--- config.mk ---
export PLATFORM = sky130hd
export DESIGN_NAME = iomem_timer
export DESIGN_NICKNAME = d
export VERILOG_FILES = /design/src/rtl/iomem_timer.sv
export SDC_FILE = /design/constraint.sdc
export NUM_CORES = 1
export LEC_CHECK = 0
export ABC_AREA = 1
export BUFFER_PORTS_ARGS = -buffer_cell sky130_fd_sc_hd__buf_2
export CAP_MARGIN = 40
export CORE_MARGIN = 2
export CORE_UTILIZATION = 60
export CTS_CLUSTER_DIAMETER = 100
export DETAILED_ROUTE_END_ITERATION = 8
export GPL_TIMING_DRIVEN = 1
export PLACE_DENSITY = 0.82
export SLEW_MARGIN = 10
export SYNTH_ARGS = -nofsm -noshare
export SYNTH_HDL_FRONTEND = slang
export SYNTH_SLANG_ARGS = --single-unit
--- constraint.sdc ---
create_clock -name clk -period 2.92 [get_ports clk]
set_input_delay 0 -clock clk [delete_from_list [all_inputs] [get_ports clk]]
set_output_delay 0 -clock clk [all_outputs]
set_load 0.01 [all_outputs]
--- src/rtl/iomem_timer.sv ---
// iomem_timer: down-counting timer with prescaler and level irq on the picosoc iomem bus.
// Define IOMEM_TIMER_PWM_EN to add the DUTY register (0x14) and drive pwm_out.
module iomem_timer #(
  parameter logic [7:0]  BASE_ADDR_HI = 8'h04,
  parameter int unsigned PRESCALE_W   = 16
) (
  input  logic        clk,
  input  logic        resetn,
  input  logic        iomem_valid,
  output logic        iomem_ready,
  input  logic [3:0]  iomem_wstrb,
  input  logic [31:0] iomem_addr,
  input  logic [31:0] iomem_wdata,
  output logic [31:0] iomem_rdata,
  output logic        irq,
  output logic        pwm_out
);
  localparam logic [7:0] OFF_CTRL     = 8'h00;
  localparam logic [7:0] OFF_PRESCALE = 8'h04;
  localparam logic [7:0] OFF_RELOAD   = 8'h08;
  localparam logic [7:0] OFF_COUNT    = 8'h0C;
  localparam logic [7:0] OFF_STATUS   = 8'h10;

  function automatic logic [31:0] byte_merge(input logic [31:0] old, input logic [31:0] wd,
                                             input logic [3:0] strb);
    logic [31:0] res;
    for (int b = 0; b < 4; b++)
      res[b*8 +: 8] = strb[b] ? wd[b*8 +: 8] : old[b*8 +: 8];
    return res;
  endfunction

  logic                  en, auto_rl, irq_en, pending;
  logic [PRESCALE_W-1:0] prescale, pcnt;
  logic [31:0]           reload, count;
  logic                  hit, wr, tick, expire, en_nxt;
  logic                  wr_ctrl, wr_prescale, wr_reload, wr_count, wr_status;
  logic [7:0]            off;
  logic [31:0]           ctrl_val, prescale_val, rd_val;
  logic [31:0]           ctrl_wr, prescale_wr, reload_wr, count_wr;

  assign off          = iomem_addr[7:0];
  assign hit          = iomem_valid && !iomem_ready && (iomem_addr[31:24] == BASE_ADDR_HI);
  assign wr           = hit && (iomem_wstrb != 4'd0);
  assign wr_ctrl      = wr && (off == OFF_CTRL);
  assign wr_prescale  = wr && (off == OFF_PRESCALE);
  assign wr_reload    = wr && (off == OFF_RELOAD);
  assign wr_count     = wr && (off == OFF_COUNT);
  assign wr_status    = wr && (off == OFF_STATUS);

  assign ctrl_val     = {29'd0, irq_en, auto_rl, en};
  assign prescale_val = 32'(prescale);
  assign ctrl_wr      = byte_merge(ctrl_val, iomem_wdata, iomem_wstrb);
  assign prescale_wr  = byte_merge(prescale_val, iomem_wdata, iomem_wstrb);
  assign reload_wr    = byte_merge(reload, iomem_wdata, iomem_wstrb);
  assign count_wr     = byte_merge(count, iomem_wdata, iomem_wstrb);

  assign tick   = en && (pcnt == prescale);
  assign expire = tick && (count == 32'd0);

`ifdef IOMEM_TIMER_PWM_EN
  localparam logic [7:0] OFF_DUTY = 8'h14;
  logic [31:0] duty;
`endif

  always_comb begin
    rd_val = 32'd0;
    case (off)
      OFF_CTRL:     rd_val = ctrl_val;
      OFF_PRESCALE: rd_val = prescale_val;
      OFF_RELOAD:   rd_val = reload;
      OFF_COUNT:    rd_val = count;
      OFF_STATUS:   rd_val = {31'd0, pending};
`ifdef IOMEM_TIMER_PWM_EN
      OFF_DUTY:     rd_val = duty;
`endif
      default:      rd_val = 32'd0;
    endcase
  end

  // A bus CTRL write overrides the one-shot hardware clear on the same edge.
  always_comb begin
    en_nxt = en;
    if (expire && !auto_rl) en_nxt = 1'b0;
    if (wr_ctrl)            en_nxt = ctrl_wr[0];
  end

  always_ff @(posedge clk or negedge resetn) begin
    if (!resetn) begin
      iomem_ready <= 1'b0;
      iomem_rdata <= 32'd0;
      irq         <= 1'b0;
      en          <= 1'b0;
      auto_rl     <= 1'b0;
      irq_en      <= 1'b0;
      prescale    <= '0;
      pcnt        <= '0;
      reload      <= 32'd0;
      count       <= 32'd0;
      pending     <= 1'b0;
    end else begin
      iomem_ready <= hit;
      if (hit) iomem_rdata <= rd_val;
      en <= en_nxt;
      if (wr_ctrl) begin
        auto_rl <= ctrl_wr[1];
        irq_en  <= ctrl_wr[2];
      end
      if (wr_prescale) prescale <= prescale_wr[PRESCALE_W-1:0];
      if (wr_reload)   reload   <= reload_wr;
      // Prescaler only runs across edges where the timer stays enabled.
      pcnt <= (en && en_nxt && !tick) ? pcnt + 1'b1 : '0;
      if (wr_count)
        count <= count_wr;
      else if (tick && !expire)
        count <= count - 32'd1;
      else if (expire && auto_rl)
        count <= reload;
      // Expiry set beats a same-edge software clear.
      if (expire)
        pending <= 1'b1;
      else if (wr_status && iomem_wstrb[0] && iomem_wdata[0])
        pending <= 1'b0;
      irq <= pending & irq_en;
    end
  end

`ifdef IOMEM_TIMER_PWM_EN
  always_ff @(posedge clk or negedge resetn) begin
    if (!resetn) begin
      duty    <= 32'd0;
      pwm_out <= 1'b0;
    end else begin
      if (wr && (off == OFF_DUTY)) duty <= byte_merge(duty, iomem_wdata, iomem_wstrb);
      pwm_out <= en && (count < duty);
    end
  end
`else
  assign pwm_out = 1'b0;
`endif

  logic unused_ok;
  assign unused_ok = ^{iomem_addr[23:8], ctrl_wr[31:3], prescale_wr[31:PRESCALE_W]};

endmodule

# After elaboration in Yosys (flattened, before gate mapping)
# Index checks and enable logic that the tools add are counted.
totals:
  ff_bits: 134
  output_inout_bits: 35
op_classes:
  addsub: 2
  eq_ne: 10
  n_mux: 14
  bitwise: 1
  n_reduce_logical: 37
ops:
  columns: ["operator", "count"]
  rows:
  - ["$pmux W32 S5", 1]
  - ["$mux W32", 3]
  - ["$logic_not A32 Y1", 1]
  - ["$mux W8", 4]
  - ["$sub A32 B1 Y32 const B", 1]
  - ["$reduce_and A2 Y1", 11]
  - ["$logic_and A1 B1 Y1", 17]
  - ["$add A16 B1 Y16 const B", 1]
  - ["$eq A16 B16 Y1", 1]
  - ["$eq A8 B3 Y1 const B", 2]
  - ["$eq A8 B4 Y1 const B", 2]
  - ["$mux W16", 1]
  - ["$eq A8 B5 Y1 const B", 1]
  - ["$logic_not A8 Y1", 1]
  - ["$ne A2 B2 Y1 const B", 4]
  - ["$mux W1", 5]
  - ["$logic_not A1 Y1", 4]
  - ["$reduce_bool A4 Y1", 1]
  - ["$reduce_bool A3 Y1", 1]
  - ["$reduce_bool A2 Y1", 1]
  - ["$and A1 B1 Y1", 1]

# Longest topological paths before layout
# Gate-level depths: netlist (run 1).
depth:
  word_depth: 9
  depth_mapped: 14

# Worst setup path after synthesis (run 1)
# Ideal clock, no wire load.
synth_path:
  path_kind: "flip-flop to flip-flop"
  from: "register iomem_ready"
  to: "register count[21]"
  arrival_ps: 1630
  slack_ps: 1173
  path_stages_with_launch: 14
  n_path_buf: 1
  period_less_slack_ps: 1747
  cell_sequence: "dfrtp_1 -> nor2_4 -> nand3_2 -> nor3_4 -> nand2_2 -> nor2_4 -> inv_4 -> nor2_4 -> inv_1 -> nand2_4 -> buf_6 -> nor2_2 -> nand2_1 -> nand2_1"
synth_between:
  elab_chain_cells: 7
synth_lines:
  columns: ["element", "line_no", "source"]
  rows:
  - ["start: declaration", "10", "output logic iomem_ready,"]
  - ["start signal: assignment", "101", "iomem_ready <= hit;"]
  - ["$logic_not A1 Y1 (*)", "42", "assign hit = iomem_valid && !iomem_ready && (iomem_addr[31:24] == BASE_ADDR_HI);"]
  - ["$logic_and A1 B1 Y1 (*) (2 in a row)", "42", null]
  - ["$logic_and A1 B1 Y1 (*)", "43", "assign wr = hit && (iomem_wstrb != 4'd0);"]
  - ["$logic_and A1 B1 Y1 (*)", "47", "assign wr_count = wr && (off == OFF_COUNT);"]
  - ["$ne A2 B2 Y1 (no source line) or $reduce_bool A3 Y1 (tied branches)", null, null]
  - ["$reduce_and A2 Y1 (no source line)", null, null]
  - ["end signal: assignment", "113", "count <= count_wr;"]
  - ["end signal: assignment", "115", "count <= count - 32'd1;"]
  - ["end signal: assignment", "117", "count <= reload;"]
  - ["end: declaration", "34", "logic [31:0] reload, count;"]
# Mark *: on every way between the ends. The rest lies on a longest branch, timed or not.
# A chain may end at the register's enable or synchronous reset.

# Worst setup path after layout (run 1)
layout_path:
  from: "register iomem_ready"
  to: "register count[27]"
# The elaborated chain is that of the path after synthesis.

==> metrics, run 1 <==
outcome finished clean; layout cells sized above 1 14.0%; first-pass GRT wire length 39400 um; pwr dens 613 mW/mm2; Simple-Gate Fraction of Synth Area 39.1%; post-route ant nets 0; Pre-antenna DRT Iters 5; worst hold path type input port to register; routed wire length 24600 um; Hold Slack 0.0120 ns; fin crit period 2.66 ns; floorplan row count 43; Slew @ Worst Pin 0.781 ns; initial antenna violation count 0; Clk Tree Root Cell clkbuf_16; Adder-Cell Fraction of Synth Area 0.451%; Worst Skew 0.00738 ns; final setup fails 0; Max clock buf depth 2; io pins 106; fin. max-slew vios 0; Syn Std Cell Area 0.00833 mm2; Final GP Congestion 1.01; final worst path period share 91.1%; WL/cell 16.1 um; Die H 122 um; Area Growth Syn to Fin 19.6%; Residual DRC 0; Reg clk slew, reported paths 0.06 ns; nets 1407; slew margin rel. 47.9%; Cell Area, Placed 0.00890 mm2; largest family of logic cells by synthesized area simple AND/OR/NAND/NOR gates; total power 6.11 mW; mean number of vias per cell 5.69; post-synthesis mux area share 0%; Resized cells post-CTS 0; DIE AREA 0.0148 mm2; crit path DAT 3.03 ns; largest net degree at the start of global routing 85; Crit Path Class register to register; Syn Inst Count 1204; H-tree depth 4; Max rail drop VDD 407 uV; Die Wd 122 um; Total GRT Usage 34.1%; CP Max Fanout 26; core area 0.0137 mm2; Core Util, Final 72.6%; Area contributors post-synth dfrtp_1 (40%), nand2_1 (19%), nand3_1 (7.6%); # diodes 0; mean post-synth cell area 6.92 um2; CP peak stage delay 0.59 ns; CP endpoint kind register; vias in the first global route 7919; TritonCTS clock tree yes; hpwl dp 17400 um; Starting Density 60.7%; Synth area leader dfrtp_1; vias post-DR 8680; Hold Vio Cnt, Final 0; Top FF cell, synth dfrtp_1; IO buf count 88; Synth Area in Compound Gates 8.56%; Worst Path Required 3.29 ns; number of library cell types mapped by synthesis 41; Critical-path top delay cell dlygate4sd3_1; RSZ-0062 raised after global routing false; Synth top area share 40.2%; syn nets 1278; CP startpoint kind register; critical-path cell list nor2_4, nand3_2, dlygate4sd3_1, nor3_4, nand2_2, nor2_4, inv_4, o21ai_4, nand2_4, nor2_1, nand2_1, nand2_1; fmax 376 MHz; Congestion Overflow GR 0; warnings from Yosys 0; Post-synth EDFFs 0; Post-Synth XOR/XNOR Area 3.05%; clk_lat worst skew 0.43 ns; Initial DRC Count 1035; maxcap violations 0; #FFs+latches synth 134; postcts setup bufs 0; CTS Sinks 134; setup TNS 0 ns; Design Area, Final 0.00996 mm2; static leakage 5.11 nW; sequential cell area fraction in the yosys report 40.2%; Post-synth ARST share 100%; CTS Buf Count 17
## cell type report
type                    instances  area (um2)
clock inverters                14         153
repair buffers                147        1030
flip-flops and latches        134        3350
multi-input cells             903        4270
clock buffers                  18         429
well taps                     180         225
fillers                      1080        3760
inverters                     130         497
## sequential cells by signal, indices dropped and copies added (netlist names)
name / count
irq: 1
en: 1
pcnt: 16
iomem_rdata: 32
reload: 32
irq_en: 1
auto_rl: 1
prescale: 16
pending: 1
iomem_ready: 1
count: 32
## power breakdown
part           total, mW  switching (mW)  leakage (nW)  internal, mW
logic               1.65            1.06          3.02         0.593
clock network       2.12           0.864         0.273          1.26
registers           2.33           0.275          1.82          2.05
total               6.11            2.20          5.11          3.91
## path summary, 6_finish.rpt
kind                                 from        endpoint  slack [ns]  cells past startpoint
max                           iomem_ready       count[27]        0.26                     12
min                         iomem_addr[4]         pending        0.01                      4
max reg2reg                   iomem_ready       count[27]        0.26                     12
min reg2reg                iomem_rdata[2]  iomem_rdata[2]        0.48                      2
max in group asynchronous          resetn      reload[23]        1.98                      3
min in group asynchronous          resetn     prescale[2]        0.20                      2
## through the flow
step                      setup WS, ns  std cells
after floorplan                   1.17       1204
after global placement           0.704       1446
after detailed placement         0.659       1446
after CTS                        0.281       1526
after global routing             0.115       1526
final                            0.261       1526
## layout by cell type (no fill, tap or decap), types with 3 or more instances in the layout
master	Yosys	final
nor2_2	13	13
nor3_1	3	3
dlygate4sd3_1	0	48
clkinvlp_4	0	4
nand2_1	426	426
nor2_4	9	9
a21oi_1	14	14
nand2_2	5	5
inv_1	115	115
buf_4	6	9
clkbuf_16	0	17
nor4_1	3	3
nor3_2	4	4
dfrtp_1	134	134
clkinv_2	1	3
clkinv_4	0	4
o21ai_1	13	13
a22o_1	14	14
nand3_1	126	126
inv_2	11	11
xor2_1	28	28
nand4_1	14	14
nor2_1	128	128
nand3_2	5	5
buf_2	17	87
inv_4	3	3
o21ai_0	75	75
ha_1	3	3
## cell usage after synthesis (all sizes together) (2+ instances only)
cell type / count
a21oi: 14
o31ai: 2
nand2: 433
a22o: 14
a32o: 2
o21ai: 89
nand4: 15
xor2: 28
nor3: 9
nor2: 150
nand3: 133
buf: 27
ha: 3
dfrtp: 134
clkbuf: 10
nor4: 3
inv: 129
## critical path, delay by kind of cell (launching register included)
family                 cells  cell delay (ns)
AND/OR/NAND/NOR            9             1.26
buffers and inverters      2             0.78
flip-flops                 1             0.41
AO/OA/AOI/OAI              1             0.14
## metal layers
metal / vias to the layer above / part of all wire (%) / track usage, %
met2: 511 / 45 / 52.9
met1: 4033 / 42 / 47.9
met3: 55 / 10 / 7.16
met4: 0 / 2.4 / 11.5
met5: - / 0 / 0
li1: 4081 / - / -
## logic make-up (layout without fill, tap and decap cells)
| logic type | count (synthesis) | in the layout |
|---|---|---|
| AO/OA/AOI/OAI | 125 | 125 |
| XOR/XNOR | 29 | 29 |
| adder cells (fa/ha/maj) | 3 | 3 |
| buffers and inverters | 167 | 309 |
| flip-flops | 134 | 134 |
| other | 1 | 1 |
| AND/OR/NAND/NOR | 745 | 745 |
## what timing repair did
action,in CTS,in global routing
endpoints found under the setup margin,0,0
hold buffers,48,0
hold endpoints to repair,165,0
Power figures use the tool's default switching activity.
==> run 2: changes to the inputs <==
CORE_MARGIN = unset   (was 2)
CORE_UTILIZATION = 59   (was 60)
PLACE_DENSITY = 0.81   (was 0.82)
clock period = 3.05 ns   (was 2.92 ns; I/O delays follow)
==> metrics, run 2 (synthesis gave the netlist of run 1 again) <==
outcome finished clean (unchanged); first-pass GRT wire length 40300 um (was 39400 um); Residual DRC 0 (unchanged); H-tree depth 4 (unchanged); core area 0.0138 mm2 (was 0.0137 mm2); largest net degree at the start of global routing 86 (was 85); Hold Vio Cnt, Final 0 (unchanged); post-route ant nets 0 (unchanged); fmax 364 MHz (was 376 MHz); Slew @ Worst Pin 0.869 ns (was 0.781 ns); worst r2r dst count[28] (was count[27]); Crit Path Class register to register (unchanged); Reg clk slew, reported paths 0.06 ns (about the same); total power 5.92 mW (was 6.11 mW); Initial DRC Count 957 (was 1035); CP Max Fanout 16 (was 26); WL/cell 16.3 um (was 16.1 um); maxcap violations 0 (unchanged); final setup fails 0 (unchanged); slew margin rel. 41.9% (was 47.9%); most common cell after layout, fill and taps aside nand2_1 (unchanged); Total GRT Usage 36.0% (was 34.1%); Max clock buf depth 2 (unchanged); vias in the first global route 7919 (unchanged); RSZ-0062 raised after global routing false (unchanged); fin crit period 2.74 ns (was 2.66 ns); Cell Area, Placed 0.00889 mm2 (was 0.00890 mm2); Clk Tree Root Cell clkbuf_16 (unchanged); min-delay src iomem_addr[4] (unchanged); hpwl dp 17600 um (was 17400 um); Worst Skew 0.00881 ns (was 0.00738 ns); Crit Reg-Reg Startpoint iomem_ready (unchanged); Hold Buf Count CTS 48 (unchanged); final worst path period share 90.0% (was 91.1%); CP endpoint kind register (unchanged); TritonCTS clock tree yes (unchanged); CP Launch Point iomem_ready (unchanged); layout cells sized above 1 14.1% (was 14.0%); Resized cells post-CTS 0 (unchanged); Final GP Congestion 0.969 (was 1.01); worst hold path stage count 4 (unchanged); # diodes 0 (unchanged); io pins 106 (unchanged); R2R cell count 12 (unchanged); CTS Sinks 134 (unchanged); crit path DAT 3.06 ns (was 3.03 ns); Die Wd 121 um (was 122 um); IO buf count 88 (unchanged); CP startpoint kind register (unchanged); worst hold path type input port to register (unchanged); Core Util, Final 72.1% (was 72.6%); Pre-antenna DRT Iters 7 (was 5); Congestion Overflow GR 0 (unchanged); vias post-DR 8665 (was 8680); CTS Buf Count 17 (unchanged); routed wire length 24900 um (was 24600 um); Worst Path Required 3.37 ns (was 3.29 ns); mean number of vias per cell 5.68 (was 5.69); biggest registers after layout count (32), iomem_rdata (32), reload (32) (unchanged); final non-filler cell total 1525 (was 1526); static leakage 5.13 nW (was 5.11 nW); Fill cells 1131 (was 1080); initial antenna violation count 0 (unchanged); Design Area, Final 0.00997 mm2 (was 0.00996 mm2); Hold EP pending (unchanged); Worst R2R Setup Slack 0.31 ns (was 0.26 ns); Area Growth Syn to Fin 19.6% (about the same); commonest non-fill, non-tap cells in the layout nand2_1 (426), dfrtp_1 (134), nor2_1 (128) (unchanged); Starting Density 60.3% (was 60.7%); nets 1408 (was 1407); floorplan row count 43 (unchanged); pwr dens 593 mW/mm2 (was 613 mW/mm2); Max rail drop VDD 381 uV (was 407 uV); clk_lat worst skew 0.43 ns (about the same); Placed Cells 1447 (was 1446); Die H 121 um (was 122 um); fin. max-slew vios 0 (unchanged); DIE AREA 0.0146 mm2 (was 0.0148 mm2); postcts setup bufs 0 (unchanged); setup TNS 0 ns (unchanged)
run 2: changes by cell type in the layout (fill, tap and decap cells not counted), sizes merged:
| cell | previous run | this run |
|---|---|---|
| buf | 99 | 100 |
| inv | 131 | 130 |
| bufinv | 2 | 3 |
| clkinvlp | 4 | 2 |
run 2: routing by layer:
metal / GRT usage, % / vias up / wire length (um)
met1: 51.5 / 4006 / 10500
met2: 53.4 / 516 / 10800
met4: 13.6 / 0 / 663
met3: 7.78 / 63 / 2900
li1: - / 4080 / -
met5: 0 / - / 0
run 2: report_power, final:
group,leakage (nW),switching (mW),internal [mW],total (mW)
clock network,0.288,0.799,1.30,2.10
registers,1.82,0.270,1.97,2.24
logic,3.02,1.02,0.566,1.58
total,5.13,2.08,3.83,5.92
run 2: cell type report:
class / instances / area (um2) / share of cell area, %
clock buffer: 18 / 439 / 4.41
tap: 180 / 225 / 2.26
sequential: 134 / 3350 / 33.6
clock inverter: 12 / 155 / 1.56
timing repair buffer: 148 / 1030 / 10.3
inverter: 130 / 497 / 4.98
multi-input combinational: 903 / 4270 / 42.8
run 2: critical path, stage by stage, from the launching register on:
cell	delay, ns
dfrtp_1	0.40
nor2_4	0.17
nand3_2	0.07
dlygate4sd3_1	0.60
nor3_4	0.24
nand2_2	0.13
nor2_4	0.27
buf_4	0.30
nand2_2	0.10
nand2_4	0.18
nor2_1	0.06
nand2_1	0.06
nand2_1	0.05
run 2: worst max path at each step:
| stage | slack (ns) | end | cells after the start |
|---|---|---|---|
| after floorplan | 1.30 | count[21] | 13 |
| after global placement | 0.71 | count[28] | 13 |
| after detailed placement | 0.67 | count[25] | 13 |
| after CTS | 0.36 | count[11] | 12 |
| after global routing | 0.19 | count[11] | 12 |
| final | 0.31 | count[28] | 12 |
run 2: stage by stage:
stage          hold slack [ns]  setup slack (ns)
2_1_floorplan           -0.296              1.30
3_3_place_gp           -0.0267             0.707
3_5_place_dp           -0.0257             0.668
4_1_cts                 0.0117             0.360
5_1_grt                 0.0276             0.190
6_report                0.0158             0.306
